[src/rtl/mkio_pkg.sv]
`default_nettype none
// ============================================================================
// Module      : mkio_pkg
// Description : Shared MKIO command-word field positions, broadcast address,
//               receive-writer state encoding and field-extraction helpers.
// Revision    : 1.0 - initial release
// ============================================================================
package mkio_pkg;

  // Command word layout: RT[15:11] T/R[10] SA[9:5] WC[4:0]
  localparam int unsigned c_RT_MSB = 15;
  localparam int unsigned c_RT_LSB = 11;
  localparam int unsigned c_TR_BIT = 10;
  localparam int unsigned c_SA_MSB = 9;
  localparam int unsigned c_SA_LSB = 5;
  localparam int unsigned c_WC_MSB = 4;
  localparam int unsigned c_WC_LSB = 0;

  // Remote-terminal address 31 addresses every terminal on the bus
  localparam logic [4:0] c_BCAST_ADDR = 5'd31;

  // Receive-writer states
  typedef enum logic [0:0] {
    ST_IDLE = 1'b0,
    ST_RECV = 1'b1
  } mkio_state_t;

  // Field extraction from a 16-bit command word
  function automatic logic [4:0] cmd_rt(input logic [15:0] w);
    return w[c_RT_MSB:c_RT_LSB];
  endfunction

  function automatic logic cmd_tr(input logic [15:0] w);
    return w[c_TR_BIT];
  endfunction

  function automatic logic [4:0] cmd_sa(input logic [15:0] w);
    return w[c_SA_MSB:c_SA_LSB];
  endfunction

  function automatic logic [4:0] cmd_wc(input logic [15:0] w);
    return w[c_WC_MSB:c_WC_LSB];
  endfunction

endpackage : mkio_pkg
`default_nettype wire

[src/rtl/mkio_gap_timer.sv]
`default_nettype none
// ============================================================================
// Module      : mkio_gap_timer
// Description : Inter-word gap counter. Counts enabled cycles since the last
//               clear and flags the cycle in which the count reaches
//               GAP_TIMEOUT. Held at zero while disabled.
// Revision    : 1.0 - initial release
// ============================================================================
module mkio_gap_timer #(
  parameter int unsigned GAP_TIMEOUT = 1200
) (
  input  logic clk,
  input  logic rst,
  input  logic i_clear,
  input  logic i_enable,
  output logic o_timeout
);

  localparam int unsigned c_CW = $clog2(GAP_TIMEOUT + 1);
  localparam logic [c_CW-1:0] c_LAST = c_CW'(GAP_TIMEOUT - 1);

  logic [c_CW-1:0] r_cnt;

  // Gap count: clear wins, otherwise count while enabled, saturating at the limit
  always_ff @(posedge clk) begin
    if (rst) begin
      r_cnt <= '0;
    end else if (i_clear || !i_enable) begin
      r_cnt <= '0;
    end else if (r_cnt != c_LAST) begin
      r_cnt <= r_cnt + 1'b1;
    end
  end

  // Timeout fires when the current enabled cycle is the GAP_TIMEOUT-th one
  assign o_timeout = i_enable && !i_clear && (r_cnt == c_LAST);

endmodule : mkio_gap_timer
`default_nettype wire

[src/rtl/mkio_rx_writer.sv]
`default_nettype none
// ============================================================================
// Module      : mkio_rx_writer
// Description : MKIO remote-terminal receive path. Recognises receive
//               commands addressed to this terminal's subaddress, writes the
//               following data words into the subaddress buffer and reports
//               message completion, abort and status-reply requests.
// Revision    : 1.0 - initial release
// ============================================================================
module mkio_rx_writer
  import mkio_pkg::*;
#(
  parameter int unsigned DATA_WIDTH  = 16,
  parameter int unsigned ADDR_WIDTH  = 5,
  parameter int unsigned RT_ADDR     = 5,
  parameter int unsigned SUBADDR     = 1,
  parameter int unsigned GAP_TIMEOUT = 1200
) (
  input  logic                  clk,
  input  logic                  rst,
  input  logic [DATA_WIDTH-1:0] rx_word,
  input  logic                  rx_valid,
  input  logic                  rx_is_cmd,
  input  logic                  rx_perr,
  output logic [DATA_WIDTH-1:0] data,
  output logic [ADDR_WIDTH-1:0] wraddress,
  output logic                  wren,
  output logic                  msg_done,
  output logic                  msg_err,
  output logic                  status_req,
  output logic                  busy
);

  localparam logic [4:0] c_RT_OWN = 5'(RT_ADDR);
  localparam logic [4:0] c_SA_OWN = 5'(SUBADDR);

  mkio_state_t           r_state;
  mkio_state_t           w_state_nxt;
  logic [4:0]            r_wc;
  logic                  r_bcast;
  logic [ADDR_WIDTH-1:0] r_addr;
  logic [ADDR_WIDTH-1:0] w_last_idx;

  logic [15:0]           w_cmd;
  logic                  w_cmd_match;
  logic                  w_data_ok;
  logic                  w_timeout;
  logic                  w_gap_clear;
  logic                  w_gap_en;

  logic                  w_wr;
  logic                  w_last;
  logic                  w_done;
  logic                  w_err;
  logic                  w_status;
  logic                  w_load;

  // Command decode: a receive command for our subaddress, own or broadcast RT
  assign w_cmd       = rx_word[15:0];
  assign w_cmd_match = rx_valid && rx_is_cmd && !rx_perr &&
                       ((cmd_rt(w_cmd) == c_RT_OWN) || (cmd_rt(w_cmd) == c_BCAST_ADDR)) &&
                       !cmd_tr(w_cmd) && (cmd_sa(w_cmd) == c_SA_OWN);
  assign w_data_ok   = rx_valid && !rx_is_cmd && !rx_perr;

  // WC = 0 encodes 32 words; the 5-bit subtraction wraps to index 31 for it
  assign w_last_idx  = ADDR_WIDTH'(r_wc - 5'd1);

  assign w_gap_en    = (r_state == ST_RECV);
  assign w_gap_clear = w_load || w_wr;

  mkio_gap_timer #(
    .GAP_TIMEOUT (GAP_TIMEOUT)
  ) u_gap_timer (
    .clk       (clk),
    .rst       (rst),
    .i_clear   (w_gap_clear),
    .i_enable  (w_gap_en),
    .o_timeout (w_timeout)
  );

  // State register
  always_ff @(posedge clk) begin
    if (rst) begin
      r_state <= ST_IDLE;
    end else begin
      r_state <= w_state_nxt;
    end
  end

  // Next-state: a command in RECV is re-evaluated immediately as a new command
  always_comb begin
    w_state_nxt = r_state;
    case (r_state)
      ST_IDLE: begin
        if (w_cmd_match) begin
          w_state_nxt = ST_RECV;
        end
      end
      ST_RECV: begin
        if (rx_valid) begin
          if (rx_is_cmd) begin
            w_state_nxt = w_cmd_match ? ST_RECV : ST_IDLE;
          end else if (rx_perr) begin
            w_state_nxt = ST_IDLE;
          end else if (r_addr == w_last_idx) begin
            w_state_nxt = ST_IDLE;
          end
        end else if (w_timeout) begin
          w_state_nxt = ST_IDLE;
        end
      end
      default: w_state_nxt = ST_IDLE;
    endcase
  end

  // Output decode: next values of the registered strobes and counter controls
  always_comb begin
    w_wr     = 1'b0;
    w_last   = 1'b0;
    w_done   = 1'b0;
    w_err    = 1'b0;
    w_status = 1'b0;
    w_load   = w_cmd_match;
    if (r_state == ST_RECV) begin
      w_wr     = w_data_ok;
      w_last   = w_data_ok && (r_addr == w_last_idx);
      w_done   = w_last;
      w_status = w_last && !r_bcast;
      w_err    = (rx_valid && (rx_is_cmd || rx_perr)) || (!rx_valid && w_timeout);
    end
  end

  // Message context and address counter; cleared on each accepted command
  always_ff @(posedge clk) begin
    if (rst) begin
      r_wc    <= '0;
      r_bcast <= 1'b0;
      r_addr  <= '0;
    end else if (w_load) begin
      r_wc    <= cmd_wc(w_cmd);
      r_bcast <= (cmd_rt(w_cmd) == c_BCAST_ADDR);
      r_addr  <= '0;
    end else if (w_last) begin
      r_addr  <= '0;
    end else if (w_wr) begin
      r_addr  <= r_addr + 1'b1;
    end
  end

  // Registered buffer-write port and message event pulses
  always_ff @(posedge clk) begin
    if (rst) begin
      data       <= '0;
      wraddress  <= '0;
      wren       <= 1'b0;
      msg_done   <= 1'b0;
      msg_err    <= 1'b0;
      status_req <= 1'b0;
    end else begin
      wren       <= w_wr;
      msg_done   <= w_done;
      msg_err    <= w_err;
      status_req <= w_status;
      if (w_wr) begin
        data      <= rx_word;
        wraddress <= r_addr;
      end
    end
  end

  assign busy = (r_state == ST_RECV);

endmodule : mkio_rx_writer
`default_nettype wire
[config.mk]
export PLATFORM = sky130hd
export DESIGN_NAME = mkio_rx_writer
export DESIGN_NICKNAME = d
export VERILOG_FILES = /design/src/rtl/mkio_pkg.sv /design/src/rtl/mkio_gap_timer.sv /design/src/rtl/mkio_rx_writer.sv
export SDC_FILE = /design/constraint.sdc
export NUM_CORES = 1
export LEC_CHECK = 0
export ABC_AREA = 1
export CORE_ASPECT_RATIO = 1.25
export CORE_UTILIZATION = 32
export DETAILED_ROUTE_END_ITERATION = 7
export PLACE_DENSITY_LB_ADDON = 0.1
export SYNTH_ARGS = -nofsm -noshare
export SYNTH_HDL_FRONTEND = slang
export SYNTH_SLANG_ARGS = --single-unit
[constraint.sdc]
create_clock -name clk -period 1.6 [get_ports clk]
set_input_delay 0.24 -clock clk [delete_from_list [all_inputs] [get_ports clk]]
set_output_delay 0.24 -clock clk [all_outputs]
set_load 0.01 [all_outputs]
Yosys cells after proc, flatten, opt, wreduce, memory -nomap -nowiden
Index checks and enable logic that the tools add are counted.
- multipliers: 0
- reduce and logical (&&, ||, !) cells: 28
- div/mod/pow operators: 0
- eq/ne operators: 6
- muxes and demuxes: 9
- shift-type cells: 0
- magnitude comparators: 0
- add/subtract/negate cells: 3
- bitwise operators: 1
- operators by type and width (kind ; count):
    1-bit logical AND ; 13
    11-bit by 1-bit adder with 11-bit output, second input constant ; 1
    11-bit == test, second input constant ; 1
    11-bit inequality test, second input constant ; 1
    1-bit two-way mux ; 8
    1-bit logical NOT ; 7
    5-bit by 1-bit adder with 5-bit output, second input constant ; 1
    5-bit by 1-bit == test with 1-bit output, second input constant ; 1
    5-bit by 3-bit == test with 1-bit output, second input constant ; 1
    5-bit == test ; 1
    5-bit == test, second input constant ; 1
    1-bit logical OR ; 5
    5-bit by 1-bit subtractor with 5-bit output, second input constant ; 1
    2-bit OR reduction ; 2
    3-bit OR reduction ; 1
    1-bit case mux with 2 select lines ; 1
    1-bit inverter ; 1
- register bits: 48
- output and inout bits: 26
- RAM bits: 0
- latch bits: 0
- memory bits (read-only): 0
- input bits: 21
- memories kept: 0

Depth between registers and ports, before layout
Gate-level depths: netlist of the first run.
- word-level depth: 12
- mapped depth: 13
- gate-level depth less buffers: 13

Hierarchy
A second synthesis of the first run with hierarchy kept.
- cells, all modules: 316
- area, all modules: 2233.4 um2
- by module, submodules not included (module ; cells each ; times used ; area an instance (um2)):
    mkio_rx_writer ; 223 ; 1 ; 1607.8
    mkio_gap_timer ; 93 ; 1 ; 625.6

Least setup slack after synthesis of the first run
No wires, ideal clock.
- path type: reg-to-reg
- from: register r_wc[0]
- to: register r_addr[3]
- path slack: 179 ps
- arrival: 1303 ps
- cell stages (with the launch flop): 12
- buffers on the path: 0
- cell sequence: dfxtp_1 > inv_1 > ha_1 > inv_1 > nand2_1 > nand2_1 > nor2_1 > nand2_1 > nor2_1 > nand3_1 > nand3_1 > nor2_1
- cells in the longest elaborated chain, start to end: 5
- RTL lines (item ; line ; RTL):
    start, declared ; mkio_rx_writer.sv:39 ; logic [4:0] r_wc;
    start signal, assigned ; mkio_rx_writer.sv:140 ; r_wc <= cmd_wc(w_cmd);
    5-bit by 1-bit subtractor with 5-bit output ; mkio_rx_writer.sv:66 ; assign w_last_idx = ADDR_WIDTH'(r_wc - 5'd1);
    5-bit == test ; mkio_rx_writer.sv:126 ; w_last = w_data_ok && (r_addr == w_last_idx);
    1-bit logical AND ; mkio_rx_writer.sv:126 ;
    1-bit two-way mux ; mkio_rx_writer.sv:124 ; if (r_state == ST_RECV) begin
    3-bit OR reduction (no line) ; -- ;
    end signal, assigned ; mkio_rx_writer.sv:146 ; r_addr <= r_addr + 1'b1;
    end, declared ; mkio_rx_writer.sv:41 ; logic [ADDR_WIDTH-1:0] r_addr;
No other way between the ends.
A chain may end at the register's enable or synchronous reset.

Final worst setup path of the first run
- from: register r_state (netlist: busy)
- to: output port busy
- RTL lines (item ; line ; RTL):
    start, declared ; mkio_rx_writer.sv:37 ; mkio_state_t r_state;
    start signal, assigned ; mkio_rx_writer.sv:86 ; r_state <= w_state_nxt;
    end, declared ; mkio_rx_writer.sv:31 ; output logic busy
No word-level cell between the ends.

==> metrics.csv, run 1 <==
stage,metric,value,unit
run_status,outcome,finished clean,
clocking,cts_sinks,48,
pwr,p_total,0.00219,W
clocking,cts_hold_buf,0,
hold_path,hp-class,reg -> reg,
timing,worst_pin_slew,0.310,ns
clocking,cts.htree.levels,2,
global_route,antenna_found_initial,0,
pwr,power.density,743,mW/mm^2
yosys,synthesis.nets,311,
die,die_y,92.6,um
route,via_count,1971,
yosys,synth_edf_count,0,
final_layout,area.growth.synth_to_final,40.7,%
clocking,cts_buffers,5,
route,drt_iter0_drc,39,
die,die_w,74.5,um
critical_path,worst-path-max-fanout,6,
final_layout,design_area,0.00295,mm^2
yosys,netlist_top_cells_area,"dfxtp_1, nor2_1, nand2_1",
place,dpl_cell_area,0.00281,mm^2
critical_path,crit_path_start_kind,flop,
yosys,ys.warnings.count,0,
yosys,netlist_instances,287,
place,portBuffers,46,
timing,period_share,95.7,%
place,dp_slack,-0.144,ns
yosys,synth_top_cell_area_share,45.8,%
yosys,synth_largest_area_cell,dfxtp_1,
route,avgViaCountPerCell,4.47,
yosys,syn_area,0.00210,mm^2
die,core_area,0.00625,mm^2
timing,postLayoutSetupSlackWorst,0.0693,ns
global_route,grt_max_degree,26,
critical_path,cp_slowest_cell,clkdlybuf4s50_1,
yosys,yosysSeqAreaShare,45.8,%
route,route.detailed.wl_per_inst,11.2,um
die,die-area,0.00689,mm^2
final_layout,fin_nets,379,
job,cap_violations,0,
critical_path,critPathMaxStageDelay,0.57,ns
critical_path,critical_path_buf_inv_count,1,
die,start_util,33.6,%
route,ant_nets,0,
clocking,cts_setup_buffers,0,
global_route,track_usage,16.1,%
yosys,yosysMostFrequentCell,nor2_1,
yosys,avgSynthCellArea,7.32,um^2
final_layout,antennaDiodeCount,0,
timing,maxSlewViolCount,0,
timing,slew_headroom,79.2,%
critical_path,path_delay_family,buffers and inverters,
final_layout,drive_above_1_share,15.7,%
timing,max_freq,653,MHz
yosys,ys_ff_latch,48,
global_route,grt_pass1_wl,8.72,mm
global_route,grt_overflow,0,
timing,skew,0.00671,ns
global_route,grt_pass1_vias,1926,
timing,period_minus_slack,1.53,ns
timing,hold_viol_final,0,
final_layout,fillerInstances,662,
yosys,async_reset_ff_share,0,%
yosys,ys_types,27,
critical_path,cp.arrival,1.29,ns
timing,setup-violations-final,0,
critical_path,critical_path_class,reg -> out,
die,rows,32,
pwr,leakagePower,1.17,nW
place,gp_congestion,0.747,
critical_path,worstPathCellList,clkdlybuf4s50_1,
pwr,max-vdd-ir-drop,0.391,mV
critical_path,end_kind,primary output,
place,place_hpwl,3.78,mm
critical_path,required,1.36,ns
clocking,cts-root-buf,clkbuf_8,
yosys,synth_common_cells,"nor2_1, nand2_1, dfxtp_1, inv_1, o21ai_0",
die,io_pins,47,
clocking,cts.path.max_buffers,2,
route,wirelength,4.95,mm
clocking,cts_tree,done,
route,drt_pass1_iterations,4,
clocking,clkTransAtPathRegs,0.09,ns
route,drc,0,
yosys,ys.flop_type,dfxtp_1,
clocking,clkLatencyLatePin,0.30,ns
==> layout make-up <==
type,instances,area [um^2],share of cell area [%]
clock inverters,3,46.3,1.57
flip-flops and latches,48,962,32.6
repair buffers,70,653,22.1
multi-input cells,199,1000,33.9
inverters,31,116,3.94
well taps,85,106,3.60
clock buffers,5,68.8,2.33
==> cells in the final DEF (no fill, tap or decap), drive strengths merged <==
cell | synthesis | routed
nor2 | 59 | 59
nand2 | 54 | 54
dfxtp | 48 | 48
clkdlybuf4s50 | 0 | 46
inv | 31 | 32
o21ai | 28 | 28
buf | 7 | 24
a21oi | 18 | 18
nand3 | 14 | 14
xor2 | 7 | 7
nor3 | 6 | 6
nand4 | 5 | 5
clkbuf | 2 | 5
ha | 3 | 3
xnor2 | 2 | 2
nor3b | 1 | 1
o22ai | 1 | 1
or2 | 1 | 1
clkinvlp | 0 | 1
bufinv | 0 | 1
==> sequential cells by signal, indices dropped and copies added (netlist names) <==
signal / flops
data: 16
msg_done: 1
status_req: 1
busy: 1
wren: 1
r_bcast: 1
u_gap_timer.r_cnt: 11
wraddress: 5
msg_err: 1
r_wc: 5
r_addr: 5
==> cell families after synthesis <==
kind of cell | synth area share [%]
adder cells (fa/ha/maj) | 1.79
flip-flops | 45.8
buffers and inverters | 8.10
AO/OA/AOI/OAI | 11.4
AND/OR/NAND/NOR | 29.1
XOR/XNOR | 3.75
==> what timing repair did <==
item                                    in CTS  in global routing
hold endpoints to repair                     0                  0
gates resized for setup                      1                  8
pin swaps                                    0                  4
endpoints found under the setup margin       4                  8
==> power by group <==
part	internal [W]	switching, W	total, W
clock network	0.000471	0.000422	0.000893
registers	0.00119	0.0000000361	0.00119
logic	0.0000645	0.0000436	0.000108
total	0.00173	0.000466	0.00219
==> routing by layer <==
layer / share of wire (%) / GRT usage, % / wire length (um)
met5: 0 / 0 / 0
met4: 1.2 / 5.03 / 57
met1: 47 / 20.2 / 2320
met3: 4.7 / 4.35 / 234
met2: 47 / 26.3 / 2340
==> path summary, 6_finish.rpt <==
check / start / endpoint / slack [ns] / depth (start not counted)
max: busy / busy / 0.07 / 1
min: wraddress[0] / wraddress[0] / 0.47 / 2
max reg2reg: r_wc[0] / status_req / 0.09 / 11
min reg2reg: wraddress[0] / wraddress[0] / 0.47 / 2
==> through the flow <==
stage | instances | setup TNS [ns] | hold WS, ns | utilization (%)
6_report | 441 | 0 | 0.471 | 47.3
5_1_grt | 441 | -0.00160 | 0.488 | 47.3
4_1_cts | 441 | -0.0109 | 0.476 | 46.8
3_5_place_dp | 433 | -3.76 | 0.456 | 44.9
3_3_place_gp | 433 | -3.29 | 0.455 | 44.9
2_1_floorplan | 287 | 0 | 0.375 | -
Note: power is estimated with default switching activity, not from simulation.
==> run 2: changes to the inputs <==
--- a/config.mk
+++ b/config.mk
@@ -9,3 +9,4 @@
 export CORE_ASPECT_RATIO = 1.25
-export CORE_UTILIZATION = 32
+export CORE_UTILIZATION = 35
+export CTS_BUF_LIST = sky130_fd_sc_hd__clkbuf_4 sky130_fd_sc_hd__clkbuf_8 sky130_fd_sc_hd__clkbuf_16
 export DETAILED_ROUTE_END_ITERATION = 7
--- a/constraint.sdc
+++ b/constraint.sdc
@@ -3,2 +3,2 @@
 set_output_delay 0.24 -clock clk [all_outputs]
-set_load 0.01 [all_outputs]
+set_load 0.1 [all_outputs]
==> run 2 against run 1 <==
- the run now ends with DRC left
- final cell count decreased by 4.5%
- fmax increased by 2.6%
- sequential share of layout area decreased by 2.2 points
- critical endpoint is now status_req
- largest cell class unchanged
==> metrics.csv, run 2 (synthesis gave the netlist of run 1 again) <==
stage,metric,value,unit
critical_path,crit_path_start_kind,flop,
timing,maxSlewViolCount,0,
critical_path,critical_path_class,reg -> reg,
timing,slew_headroom,76.4,%
timing,worst_pin_slew,0.352,ns
final_layout,drive_above_1_share,24.8,%
die,start_util,36.3,%
timing,skew,0.00584,ns
place,portBuffers,46,
clocking,cts.htree.levels,2,
global_route,track_usage,16.9,%
clocking,clkTransAtPathRegs,0.08,ns
die,die_y,88.6,um
place,dp_slack,-0.137,ns
run_status,violations,DRC,
timing,postLayoutSetupSlackWorst,0.108,ns
final_layout,largest_reg_flops,16,
place,place_hpwl,3.68,mm
critical_path,critical_path_buf_inv_count,3,
critical_path,worstPathCellList,inv_2 -> ha_4 -> inv_2 -> nand2_1 -> nand2_1 -> nor2_1 -> nand2_1 -> nor2_2 -> nand3_2 -> buf_4 -> nor3_2,
route,drc,1,
die,io_pins,47,
route,via_count,1936,
final_layout,largest_register,data,
place,placedCellCount,413,
route,avgViaCountPerCell,4.60,
route,route.detailed.wl_per_inst,11.6,um
final_layout,stdcell_count,421,
place,gp_congestion,0.751,
clocking,cts_buffers,5,
final_layout,antennaDiodeCount,0,
job,cap_violations,0,
global_route,grt_pass1_wl,8.39,mm
timing,grt_setup_unrepaired,true,
clocking,cts_tree,done,
die,rows,31,
clocking,cts-root-buf,clkbuf_8,
pwr,max-vdd-ir-drop,0.534,mV
die,core_area,0.00578,mm^2
final_layout,layout_commonest_cell,nand2_1,
timing,hold_viol_final,0,
clocking,clkLatencyLatePin,0.30,ns
global_route,grt_overflow,0,
global_route,grt_pass1_vias,1940,
critical_path,cp.arrival,1.72,ns
pwr,leakagePower,1.29,nW
timing,setup-violations-final,0,
hold_path,hp-class,reg -> reg,
die,die-area,0.00631,mm^2
critical_path,worst-path-max-fanout,2,
clocking,cts.path.max_buffers,2,
route,drt_pass1_iterations,6,
critical_path,cp_slowest_cell,dfxtp_2,
route,ant_nets,0,
clocking,cts_sinks,48,
final_layout,fin_nets,378,
timing,max_freq,670,MHz
critical_path,required,1.83,ns
critical_path,reg2reg_slack,0.11,ns
final_layout,top_regs,"data (16), u_gap_timer.r_cnt (11)",
pwr,power.density,685,mW/mm^2
global_route,grt_max_degree,23,
global_route,antenna_found_initial,0,
timing,period_share,93.3,%
critical_path,crit_top_cell,nand2_1,
critical_path,path_delay_family,simple AND/OR/NAND/NOR gates,
critical_path,critPathMaxStageDelay,0.34,ns
final_layout,area.growth.synth_to_final,51.5,%
die,die_w,71.3,um
route,wirelength,4.86,mm
timing,period_minus_slack,1.49,ns
route,drt_iter0_drc,50,
run_status,outcome,"finished, violations left",
critical_path,end_kind,flop,
final_layout,layout_common_cells,"nand2_1, nor2_1, dfxtp_1, buf_12, buf_4",
-- run 2: cell count changes in the layout (fill, tap and decap cells not counted), moves of 3 or more --
cell | before | now
buf_12 | 1 | 26
clkdlybuf4s50_1 | 46 | 20
dfxtp_1 | 47 | 44
dfxtp_2 | 1 | 4
-- run 2: final cells by class --
class	instances	area, um^2
Clock inverter	2	35.0
Clock buffer	6	76.3
Multi-Input combinational cell	199	1010
Timing Repair Buffer	69	893
Sequential cell	48	966
Inverter	31	116
Tap cell	66	82.6
Fill cell	538	2600
-- run 2: metal layers --
| layer | up-vias | part of all wire, % | track usage (%) |
|---|---|---|---|
| met4 | 0 | 1.5 | 6.55 |
| li1 | 1041 | - | - |
| met3 | 5 | 6.2 | 6.26 |
| met1 | 851 | 43 | 18.9 |
| met5 | - | 0 | 0 |
| met2 | 39 | 49 | 29.4 |
-- run 2: worst paths after layout --
check                           startpoint    endpoint  depth (start not counted)
worst max-delay path               r_wc[0]  status_req                         11
worst min-delay path               r_bcast  status_req                          1
worst max register to register     r_wc[0]  status_req                         11
worst min register to register     r_bcast  status_req                          1
-- run 2: what timing repair did --
item,in CTS,in global routing
hold buffers,0,0
endpoints found under the hold margin,0,0
pin swaps,1,8
resized for setup,5,10
setup endpoints to repair,6,18
setup buffers,0,0
-- run 2: metrics by stage --
step | util, % | hold WS, ns | setup TNS, ns | area [um^2] | total power (W)
3_3_place_gp | 52.3 | 0.428 | -4.22 | 3020 | 0.00133
5_1_grt | 55.0 | 0.461 | -0.0135 | 3180 | 0.00228
3_5_place_dp | 52.3 | 0.424 | -4.48 | 3020 | 0.00133
4_1_cts | 54.8 | 0.444 | 0 | 3160 | 0.00221
2_1_floorplan | - | 0.375 | 0 | 2100 | 0.00125
6_report | 55.0 | 0.444 | 0 | 3180 | 0.00218
-- run 2: report_power, final --
part / internal, W / switching (W) / total, W
Sequential: 0.00119 / 0.0000000492 / 0.00119
Combinational: 0.0000675 / 0.0000422 / 0.000110
Clock: 0.000481 / 0.000394 / 0.000876
Total: 0.00174 / 0.000437 / 0.00218
==> run 3: changes to the inputs <==
CORE_MARGIN = 2   (was default)
GPL_ROUTABILITY_DRIVEN = 0   (was default)
PLACE_DENSITY = 0.62   (was default)
PLACE_DENSITY_LB_ADDON = default   (was 0.1)
==> run 3 against run 2 <==
- the run ends with setup timing left
- critical endpoint unchanged
- critical path depth grew 1
- core utilization up 0.11 points
- largest power group unchanged
- combinational power is 5% lower
- count of clock-buffer cells in the layout unchanged
- register-to-register slack got worse by 0.11 ns
- sequential share of layout area is 0.060 points lower
- flip-flop and latch count unchanged
==> metrics.csv, run 3 (synthesis gave the netlist of run 1 again) <==
stage,metric,value,unit
global_route,grt_pass1_wl,8.51,mm
pwr,max-vdd-ir-drop,0.364,mV
timing,grt_setup_unrepaired,true,
final_layout,largest_register,data,
timing,max_freq,623,MHz
final_layout,stdcell_count,421,
final_layout,drive_above_1_share,25.4,%
clocking,cts-root-buf,clkbuf_8,
place,place_hpwl,3.71,mm
timing,hold_viol_final,0,
final_layout,largest_reg_flops,16,
route,avgViaCountPerCell,4.75,
timing,period_share,100,%
job,cap_violations,0,
die,io_pins,47,
run_status,violations,setup timing,
die,core_area,0.00578,mm^2
global_route,grt_pass1_vias,1937,
global_route,grt_overflow,0,
final_layout,fin_nets,378,
clocking,clkTransAtPathRegs,0.09,ns
critical_path,end_kind,flop,
clocking,cts.htree.levels,2,
pwr,leakagePower,1.29,nW
final_layout,layout_common_cells,"nor2_1, nand2_1, dfxtp_1, buf_12",
clocking,cts_hold_buf,0,
place,portBuffers,46,
clocking,cts_buffers,5,
die,start_util,36.3,%
timing,postLayoutSetupSlackWorst,-0.00571,ns
die,die_y,90.6,um
clocking,cts_tree,done,
critical_path,critical_path_class,reg -> reg,
final_layout,layout_commonest_cell,nor2_1,
critical_path,required,1.84,ns
global_route,antenna_found_initial,0,
timing,worst_pin_slew,0.425,ns
final_layout,antennaDiodeCount,0,
global_route,grt_max_degree,26,
route,drt_pass1_iterations,4,
final_layout,area.growth.synth_to_final,51.8,%
route,ant_nets,0,
hold_path,hold_path_depth,1,
critical_path,reg2reg_slack,-0.006,ns
clocking,cts.path.max_buffers,2,
timing,setup-violations-final,2,
timing,skew,0.00326,ns
timing,slew_headroom,71.7,%
route,drc,0,
hold_path,hp-class,reg -> reg,
final_layout,top_regs,"data (16), u_gap_timer.r_cnt (11)",
pwr,power.density,646,mW/mm^2
clocking,clkLatencyLatePin,0.31,ns
timing,maxSlewViolCount,0,
die,rows,31,
timing,period_minus_slack,1.61,ns
route,route.detailed.wl_per_inst,12.0,um
die,die-area,0.00664,mm^2
route,drt_iter0_drc,62,
global_route,track_usage,16.3,%
route,wirelength,5.04,mm
clocking,cts_sinks,48,
route,via_count,2001,
place,placedCellCount,412,
run_status,outcome,"finished, violations left",
critical_path,crit_path_start_kind,flop,
critical_path,reg2reg_depth,12,
critical_path,cp.arrival,1.85,ns
die,die_w,73.3,um
critical_path,worst-path-max-fanout,2,
final_layout,final_util,55.1,%
[run 3: critical path, cell delays in order (launching register included)]
cell     delay [ns]
dfxtp_2        0.34
inv_2          0.05
ha_4           0.27
inv_2          0.03
nand2_1        0.05
nand2_1        0.06
nor2_2         0.11
nand2_2        0.07
nor2_4         0.12
buf_4          0.12
nand3_2        0.08
buf_6          0.14
nor3_2         0.10
[run 3: repair_timing]
item,in CTS,in global routing
pin swaps,0,7
endpoints found under the setup margin,7,12
setup buffers,0,1
gates resized for setup,2,17
[run 3: report_power, final]
group	switching, W	leakage, nW	internal, W	total [W]
registers	0.0000000493	0.388	0.00119	0.00119
logic	0.0000424	0.853	0.0000616	0.000104
clock network	0.000433	0.0448	0.000329	0.000761
total	0.000475	1.29	0.00158	0.00206
[run 3: layer usage]
layer,vias up,track usage [%],wire (um)
li1,1042,-,-
met1,913,19.2,2250
met2,41,26.7,2430
met3,5,5.02,259
met4,0,7.41,100
met5,-,0,0
[run 3: worst paths after layout]
path	start	endpoint
setup / recovery	r_wc[0]	status_req
hold / removal	r_bcast	status_req
setup reg to reg	r_wc[0]	status_req
hold reg to reg	r_bcast	status_req
[run 3: per-stage QoR]
step | total power [W] | TNS (ns) | area, um^2 | setup WS, ns | hold WS, ns
after floorplan | 0.00125 | 0 | 2100 | 0.0856 | 0.375
after CTS | 0.00207 | 0 | 3130 | 0.00916 | 0.465
after global placement | 0.00133 | -3.88 | 3030 | -0.182 | 0.444
final | 0.00206 | -0.00890 | 3190 | -0.00571 | 0.474
after global routing | 0.00213 | -0.901 | 3190 | -0.140 | 0.483
after detailed placement | 0.00133 | -5.02 | 3030 | -0.260 | 0.449
[run 3: cell type report]
class	instances	area (um^2)
fillers	529	2590
multi-input cells	199	1020
flip-flops and latches	48	966
repair buffers	69	910
inverters	31	116
well taps	66	82.6
clock buffers	6	76.3
clock inverters	2	16.3
